--- src/rtl/rr_mux_arbiter_8_pkg.sv ---
// Shared types and constants for the round-robin mux arbiter.
// State encoding, requester count and select width live here.
package rr_mux_arbiter_8_pkg;

    localparam int N_REQ = 8;
    localparam int SEL_W = 3;

    typedef enum logic {
        IDLE  = 1'b0,
        GRANT = 1'b1
    } state_e;

    // Expand a binary select into its one-hot grant vector.
    function automatic logic [N_REQ-1:0] sel_to_onehot(
        input logic [SEL_W-1:0] sel
    );
        logic [N_REQ-1:0] oh;
        oh = '0;
        oh[sel] = 1'b1;
        return oh;
    endfunction

endpackage

--- src/rtl/rr_mux_arbiter_8_next_sel.sv ---
// Combinational round-robin winner search.
// Rotates the request vector so ptr lands at bit 0, then priority-encodes.
module rr_next_sel
    import rr_mux_arbiter_8_pkg::*;
(
    input  logic [N_REQ-1:0] req,
    input  logic [SEL_W-1:0] ptr,
    output logic             found,
    output logic [SEL_W-1:0] idx
);

    logic [N_REQ-1:0] rot;
    logic [SEL_W-1:0] off;

    // Lowest set bit of the rotated vector is the nearest request at or after ptr.
    always_comb begin
        rot   = N_REQ'({req, req} >> ptr);
        off   = '0;
        found = |req;
        for (int i = N_REQ - 1; i >= 0; i--) begin
            if (rot[i]) begin
                off = SEL_W'(i);
            end
        end
        idx = off + ptr;
    end

endmodule

--- src/rtl/rr_mux_arbiter_8.sv ---
// Round-robin arbiter owning the 8-to-1 bit-select path, with bounded bursts.
// Optional ARB_LOCK_EN adds lock_in to suppress hold-count release.
module rr_mux_arbiter_8
    import rr_mux_arbiter_8_pkg::*;
#(
    parameter int unsigned HOLD_CYCLES = 4,
    parameter int unsigned CNT_W       = 8
) (
    input  logic             clk,
    input  logic             rst,
`ifdef ARB_LOCK_EN
    input  logic             lock_in,
`endif
    input  logic [N_REQ-1:0] req_in,
    input  logic [N_REQ-1:0] d_in,
    output logic [N_REQ-1:0] grant_out,
    output logic [SEL_W-1:0] sel_out,
    output logic             y_out,
    output logic             valid_out,
    output logic             busy_out
);

    localparam logic [CNT_W-1:0] CNT_MAX = CNT_W'(HOLD_CYCLES - 1);

    state_e           state_q, state_d;
    logic [N_REQ-1:0] grant_q, grant_d;
    logic [SEL_W-1:0] sel_q, sel_d;
    logic [SEL_W-1:0] ptr_q, ptr_d;
    logic [CNT_W-1:0] cnt_q, cnt_d;
    logic             y_q, y_d;
    logic             valid_q, valid_d;

    logic             found;
    logic [SEL_W-1:0] win_idx;
    logic             hold_done;
    logic             req_drop;
    logic             load;

    rr_next_sel u_next_sel (
        .req   (req_in),
        .ptr   (ptr_q),
        .found (found),
        .idx   (win_idx)
    );

    // Arbitration: pick, hold, release and re-grant without an idle bubble.
    always_comb begin
        state_d   = state_q;
        grant_d   = grant_q;
        sel_d     = sel_q;
        ptr_d     = ptr_q;
        cnt_d     = cnt_q;
        load      = 1'b0;
        hold_done = (cnt_q == CNT_MAX);
`ifdef ARB_LOCK_EN
        hold_done = hold_done && !lock_in;
`endif
        req_drop  = !req_in[sel_q];

        unique case (state_q)
            IDLE: begin
                load = found;
            end
            GRANT: begin
                if (hold_done || req_drop) begin
                    if (found) begin
                        load = 1'b1;
                    end else begin
                        state_d = IDLE;
                        grant_d = '0;
                    end
                end else if (cnt_q != CNT_MAX) begin
                    cnt_d = cnt_q + 1'b1;
                end
            end
            default: begin
                state_d = IDLE;
                grant_d = '0;
            end
        endcase

        if (load) begin
            state_d = GRANT;
            grant_d = sel_to_onehot(win_idx);
            sel_d   = win_idx;
            ptr_d   = win_idx + 1'b1;
            cnt_d   = '0;
        end
    end

    // Datapath: sample the selected bit while busy, zero otherwise.
    always_comb begin
        valid_d = (state_q == GRANT);
        y_d     = valid_d ? d_in[sel_q] : 1'b0;
    end

    // Arbiter and datapath registers.
    always_ff @(posedge clk or posedge rst) begin
        if (rst) begin
            state_q <= IDLE;
            grant_q <= '0;
            sel_q   <= '0;
            ptr_q   <= '0;
            cnt_q   <= '0;
            y_q     <= 1'b0;
            valid_q <= 1'b0;
        end else begin
            state_q <= state_d;
            grant_q <= grant_d;
            sel_q   <= sel_d;
            ptr_q   <= ptr_d;
            cnt_q   <= cnt_d;
            y_q     <= y_d;
            valid_q <= valid_d;
        end
    end

    assign grant_out = grant_q;
    assign sel_out   = sel_q;
    assign y_out     = y_q;
    assign valid_out = valid_q;
    assign busy_out  = (state_q == GRANT);

endmodule

--- config.mk ---
export PLATFORM = sky130hd
export DESIGN_NAME = rr_mux_arbiter_8
export DESIGN_NICKNAME = d
export VERILOG_FILES = /design/src/rtl/rr_mux_arbiter_8_pkg.sv /design/src/rtl/rr_mux_arbiter_8_next_sel.sv /design/src/rtl/rr_mux_arbiter_8.sv
export SDC_FILE = /design/constraint.sdc
export NUM_CORES = 1
export LEC_CHECK = 0
export ABC_AREA = 1
export ABC_CLOCK_PERIOD_IN_PS = 2700
export CORE_ASPECT_RATIO = 2
export CORE_MARGIN = 5
export CORE_UTILIZATION = 35
export CTS_CLUSTER_SIZE = 30
export DETAILED_ROUTE_END_ITERATION = 8
export PLACE_DENSITY_LB_ADDON = 0.08
export SLEW_MARGIN = 20
export SYNTH_ARGS = -nofsm -noshare
export SYNTH_HDL_FRONTEND = slang
export SYNTH_HIERARCHICAL = 1
export SYNTH_SLANG_ARGS = --single-unit
--- constraint.sdc ---
create_clock -name clk -period 2.7 [get_ports clk]
set_clock_uncertainty 0.05 [all_clocks]
set_input_delay 0.405 -clock clk [delete_from_list [all_inputs] [get_ports clk]]
set_output_delay 0.405 -clock clk [all_outputs]
set_load 0.01 [all_outputs]
Word-level counts from Yosys, hierarchy flattened
Cells that the tools add are included.
{"block": "classes", "n_addsub": 3, "multipliers": 0, "div_mod_pow": 0, "n_lt_le_gt_ge": 3, "eq_ne": 4, "n_shift": 1, "n_mux": 29, "bitwise_logic": 1, "n_reduce_logical": 9}
{"cell": "8-bit two-way mux", "count": 8}
{"cell": "3-bit two-way mux", "count": 8}
{"cell": "16-bit by 3-bit right shift with 8-bit output", "count": 1}
{"cell": "1-bit two-way mux", "count": 9}
{"cell": "8-bit by 1-bit adder with 8-bit output, second input constant", "count": 1}
{"cell": "8-bit by 2-bit equality test with 1-bit output, second input constant", "count": 1}
{"cell": "3-bit by 4-bit < comparator with 1-bit output, second input constant", "count": 2}
{"cell": "8-bit by 2-bit inequality test with 1-bit output, second input constant", "count": 1}
{"cell": "8-bit OR reduction", "count": 1}
{"cell": "1-bit binary-select mux with 3-bit select", "count": 2}
{"cell": "3-bit AND reduction", "count": 2}
{"cell": "2-bit nonzero test", "count": 3}
{"cell": "3-bit by 1-bit adder with 3-bit output, second input constant", "count": 1}
{"cell": "3-bit adder", "count": 1}
{"cell": "1-bit demux with 3-bit select", "count": 1}
{"cell": "3-bit by 1-bit >= comparator with 1-bit output, second input constant", "count": 1}
{"cell": "2-bit by 1-bit inequality test with 1-bit output, second input constant", "count": 1}
{"cell": "2-bit inequality test, second input constant", "count": 1}
{"cell": "1-bit one-hot mux with 2 select lines", "count": 1}
{"cell": "1-bit logical AND", "count": 1}
{"cell": "1-bit logical NOT", "count": 1}
{"cell": "1-bit logical OR", "count": 1}
{"cell": "1-bit NOT", "count": 1}
{"block": "totals", "reg_bits": 25, "latchBits": 0, "mem_bits_rw": 0, "romBits": 0, "in_bits": 18, "out_inout_bits": 14, "wordCells": 57, "memories": 0}

Depth between registers and ports, before layout
{"block": "depth", "word_depth": 15, "mapped_depth": 25}

Cells and area by module
The synthesis kept the hierarchy.
{"module": "rr_mux_arbiter_8", "n_inst": 1, "cells_per_inst": 165, "area_per_inst_um2": 1372.6, "seq_area_each_um2": 625.6}
{"module": "rr_next_sel", "n_inst": 1, "cells_per_inst": 98, "area_per_inst_um2": 531.8, "seq_area_each_um2": 0.0}

Least setup slack after synthesis
No wires, ideal clock.
{"block": "synth_timing", "kind": "reg-to-reg", "start": "register ptr_q[0]", "end": "register grant_q[0], in the netlist grant_out[0]", "setup_time_ns": 0.116, "arrival_time_ns": 2.454, "path_slack_ns": 0.079, "stages_incl_launch_ff": 25, "path_buffers": 1, "period_less_slack_ns": 2.621, "cell_sequence": "dfrtp_1 > buf_6 > inv_8 > nand2_2 > nand3_1 > nand3_1 > nand2_1 > nand2_1 > nand2_1 > nand2_1 > nand2_1 > nand2_1 > a21oi_1 > ha_1 > inv_1 > fa_1 > xor2_1 > nand3b_1 > nand2_1 > inv_1 > inv_1 > nand2_1 > nor2_1 > nand2_1 > nand2_1"}
{"block": "synth_between", "elab_chain_cells": 15}
{"element": "start, declared", "line_no": "rr_mux_arbiter_8.sv:28", "rtl": "logic [SEL_W-1:0] ptr_q, ptr_d;"}
{"element": "start signal, assigned", "line_no": "rr_mux_arbiter_8.sv:111", "rtl": "ptr_q <= ptr_d;"}
{"element": "16-bit by 3-bit right shift with 8-bit output", "line_no": "rr_mux_arbiter_8_next_sel.sv:17", "rtl": "rot = N_REQ'({req, req} >> ptr);"}
{"element": "3-bit two-way mux (8 in series)", "line_no": "rr_mux_arbiter_8_next_sel.sv:21", "rtl": "if (rot[i]) begin"}
{"element": "3-bit adder *", "line_no": "rr_mux_arbiter_8_next_sel.sv:25", "rtl": "idx = off + ptr;"}
{"element": "named net win_idx[2]", "line_no": "rr_mux_arbiter_8.sv:34", "rtl": "logic [SEL_W-1:0] win_idx;"}
{"element": "3-bit by 4-bit < comparator with 1-bit output (implied by the code) or 3-bit by 1-bit >= comparator with 1-bit output (tied branches)", "line_no": "rr_mux_arbiter_8_pkg.sv:19", "rtl": "oh[sel] = 1'b1;"}
{"element": "1-bit logical AND (implied by the code)", "line_no": "rr_mux_arbiter_8_pkg.sv:19"}
{"element": "1-bit two-way mux (implied by the code)", "line_no": "rr_mux_arbiter_8_pkg.sv:19"}
{"element": "1-bit demux with 3-bit select *", "line_no": "rr_mux_arbiter_8_pkg.sv:19"}
{"element": "8-bit two-way mux *", "line_no": "rr_mux_arbiter_8.sv:82", "rtl": "if (load) begin"}
{"element": "end signal, assigned", "line_no": "rr_mux_arbiter_8.sv:109", "rtl": "grant_q <= grant_d;"}
{"element": "end, declared", "line_no": "rr_mux_arbiter_8.sv:26", "rtl": "logic [N_REQ-1:0] grant_q, grant_d;"}
The timed path passes the listed nets; every way through them passes the cells marked *.
A chain may end at the register's enable or synchronous reset.

Worst setup path after layout
{"block": "layout_timing", "start": "register ptr_q[0]", "end": "register grant_q[3], in the netlist grant_out[3]"}
The elaborated chain is that of the path after synthesis.

==> results.sh <==
export IMPL_run_status="finished with violations"
export IMPL_synthArstFlopShare_pct=100
export IMPL_slowest_delay_ps=370
export IMPL_path_depth=25
export IMPL_start_util_pct=35.4
export IMPL_drive_above_1_share_pct=35.0
export IMPL_drc_errors=0
export IMPL_nNetsFinal=354
export IMPL_grt_usage_pct=14.5
export IMPL_drtIter0Drc=97
export IMPL_gr_usage_met3_pct=1.28
export IMPL_seqCellArea_sq_um=628
export IMPL_num_vias=1926
export IMPL_utilization_pct=50.0
export IMPL_clk_pin_slew_ps=80
export IMPL_synthCells=263
export IMPL_grt_pass1_vias=1870
export IMPL_swShare_pct=49.7
export IMPL_root_buffer="clkbuf_8"
export IMPL_io_pins=32
export IMPL_p_clk_share_pct=6.0
export IMPL_intPower_mw=1.84
export IMPL_viasPerCell=4.93
export IMPL_finalCriticalPeriod_ps=2780
export IMPL_synth_area_leaders="dfrtp_1 33%, nand2_1 21%, nand3_2 5.8%"
export IMPL_path_class="reg2reg"
export IMPL_drt_pass1_iterations=4
export IMPL_postRouteAntennaNets=0
export IMPL_routedWlPerCell_um=13.2
export IMPL_cap_violations=0
export IMPL_max_freq_ghz=0.359
export IMPL_place_congestion=0.809
export IMPL_yosysTopAreaCell="dfrtp_1"
export IMPL_yosysWarnings=6
export IMPL_synth_top_area_share_pct=32.9
export IMPL_setup_viol=10
export IMPL_power_switching_mw=1.82
export IMPL_ys_flop_type="dfrtp_1"
export IMPL_cts_tree="done"
export IMPL_cp_num_buf_inv=5
export IMPL_port_buffers=31
export IMPL_n_fill_cell=574
export IMPL_die_w_um=62.2
export IMPL_hp_class="in2async"
export IMPL_drv_slew=0
export IMPL_core_area_sq_um=5370
export IMPL_synthDistinctLibCells=33
export IMPL_max_slew_margin_pct=69.7
export IMPL_numClockSinks=25
export IMPL_synth_area_sq_um=1900
export IMPL_grt_pass1_wl_mm=8.29
export IMPL_seq_area_frac_synth_pct=32.9
export IMPL_p_comb_share_pct=77.1
export IMPL_cpMostUsedCell="nand2_1"
export IMPL_syn_to_final_growth_pct=41.2
export IMPL_hpwl_mm=4.07
export IMPL_setup_tns_ps=-417
export IMPL_rows=38
export IMPL_final_hold_viol_count=0
export IMPL_multi_input_area_sq_um=1260
export IMPL_h_tree_depth=1
export IMPL_wirelength_mm=5.17
export IMPL_top_usage_layer="met2"
export IMPL_ir_worst_vdd_uv=804
export IMPL_synth_seq_cells=25
export IMPL_start_kind="flip-flop"
export IMPL_yosysMostFrequentCell="nand2_1"
export IMPL_endpoint_kind="flip-flop"
export IMPL_tightest_slew_ps=455
export IMPL_violations="negative setup slack"
export IMPL_yosys_top_cells_count="109 x nand2_1, 25 x dfrtp_1, 21 x nand3_1"
export IMPL_synth_edf_count=0
export IMPL_fp_dieH_um=114
export IMPL_clk_latency_ps=270
export IMPL_overflow=0
export IMPL_max_clock_path_buffers=2
export IMPL_numCtsBuffers=3
export IMPL_worstPathArrival_ps=2940
export IMPL_crit_slowest_cell="dfrtp_2"
export IMPL_crit_family="simple AND/OR/NAND/NOR gates"
export IMPL_rsz0062_at_grt="yes"
export IMPL_leakagePower_nw=1.36
export IMPL_cp_data_required_time_ps=2860
export IMPL_power_density_nw_per_um2=1360
export IMPL_p_seq_share_pct=16.9
export IMPL_diodes=0
export IMPL_antenna_found_initial=0
export IMPL_postSynthAreaPerCell_sq_um=7.24
export IMPL_use_met1_pct=13.6
export IMPL_worst_slack_ps=-84.4
export IMPL_synth_nets=285
export IMPL_worst_r2r_path_depth=25
export IMPL_grt_max_degree=19
export IMPL_period_share_pct=103
export IMPL_die_area_sq_um=7110
export IMPL_crit_fanout=8
export IMPL_grtUsageMet2_pct=29.0
==> flip-flops by register name (all words and copies together), names as in the netlist <==
signal	flops
grant_out	8
sel_out	3
busy_out	1
cnt_q	8
valid_out	1
y_out	1
ptr_q	3
==> through the flow <==
stage | setup slack [ps] | hold WS, ps | cell area [sq um] | power (mW) | instances
6_report | -84.4 | 354 | 2690 | 3.66 | 391
3_5_place_dp | -614 | 417 | 2450 | 3.09 | 378
2_1_floorplan | 79.1 | 382 | 1900 | 2.28 | 263
4_1_cts | -35.4 | 364 | 2600 | 3.52 | 388
3_3_place_gp | -576 | 415 | 2450 | 3.10 | 378
5_1_grt | -307 | 373 | 2690 | 4.00 | 391
==> path summary, 6_finish.rpt <==
check	startpoint	end	slack, ps
setup / recovery	ptr_q[0]	grant_out[3]	-80
hold / removal	rst	grant_out[0]	350
setup reg to reg	ptr_q[0]	grant_out[3]	-80
hold reg to reg	grant_out[7]	grant_out[7]	430
max in group asynchronous	rst	ptr_q[0]	1680
min in group clk	grant_out[7]	grant_out[7]	430
==> layer usage <==
| metal | up-vias | part of all wire (%) |
|---|---|---|
| met1 | 907 | 35 |
| met2 | 35 | 58 |
| li1 | 970 | - |
| met4 | 0 | 4.5 |
| met5 | - | 0 |
| met3 | 14 | 2.0 |
==> power groups by stage <==
stage	sequential, mW	clock [mW]	combinational, mW
2_1_floorplan	0.598	0	1.69
3_3_place_gp	0.659	0	2.44
3_5_place_dp	0.659	0	2.44
4_1_cts	0.623	0.229	2.66
5_1_grt	0.642	0.249	3.10
6_report	0.620	0.219	2.82
==> cell families after synthesis <==
group / count (synthesis) / synth area share, %
fa+ha+maj: 4 / 3.02
compound gates: 16 / 5.45
buf+inv: 24 / 7.88
flops: 25 / 32.9
xor+xnor: 8 / 3.68
mux: 1 / 0.526
simple gates: 185 / 46.6
==> worst register-to-register path, stage by stage, from the launching register on <==
cell	delay (ps)
dfrtp_2	370
buf_6	140
clkinv_8	110
nand2_4	70
nand3_2	70
nand2_2	100
nand2_2	50
nand2_1	60
nand2_1	40
nand2_1	50
nand2_1	50
nand2_1	50
nand2_1	60
a21oi_2	140
ha_2	170
inv_1	40
fa_2	330
xor2_1	150
nand3b_1	160
nand2_1	70
inv_2	60
inv_2	70
nand2_2	60
nor2_2	100
nand2_1	50
nand2_1	70
==> placed cells by master, fill, tap and decap left out, drive strengths merged <==
cell             n
nor4             2
clkbuf           5
dfrtp           25
nand3b           2
xnor2            4
buf             37
ha               3
o22ai            2
xor2             4
nand2          125
nor2            22
nand4            1
clkinv           1
inv             18
a21oi            2
dlygate4sd2      8
nand3           33
o21bai           1
mux2i            1
clkdlybuf4s50   23
fa               1
o21ai           11
==> final cells by class <==
type	count	share of cell area [%]
multi-input cells	214	46.8
flip-flops and latches	25	23.4
repair buffers	69	21.9
inverters	19	3.49
well taps	60	2.79
clock buffers	4	1.68
==> timing repair <==
action / CTS / global route
resized for setup: 31 / 23
hold buffers: 0 / 0
pin swaps: 4 / 10
setup buffers: 6 / 3
cloned: 0 / 0
setup endpoints to repair: 12 / 12
Power figures use the tool's default switching activity.
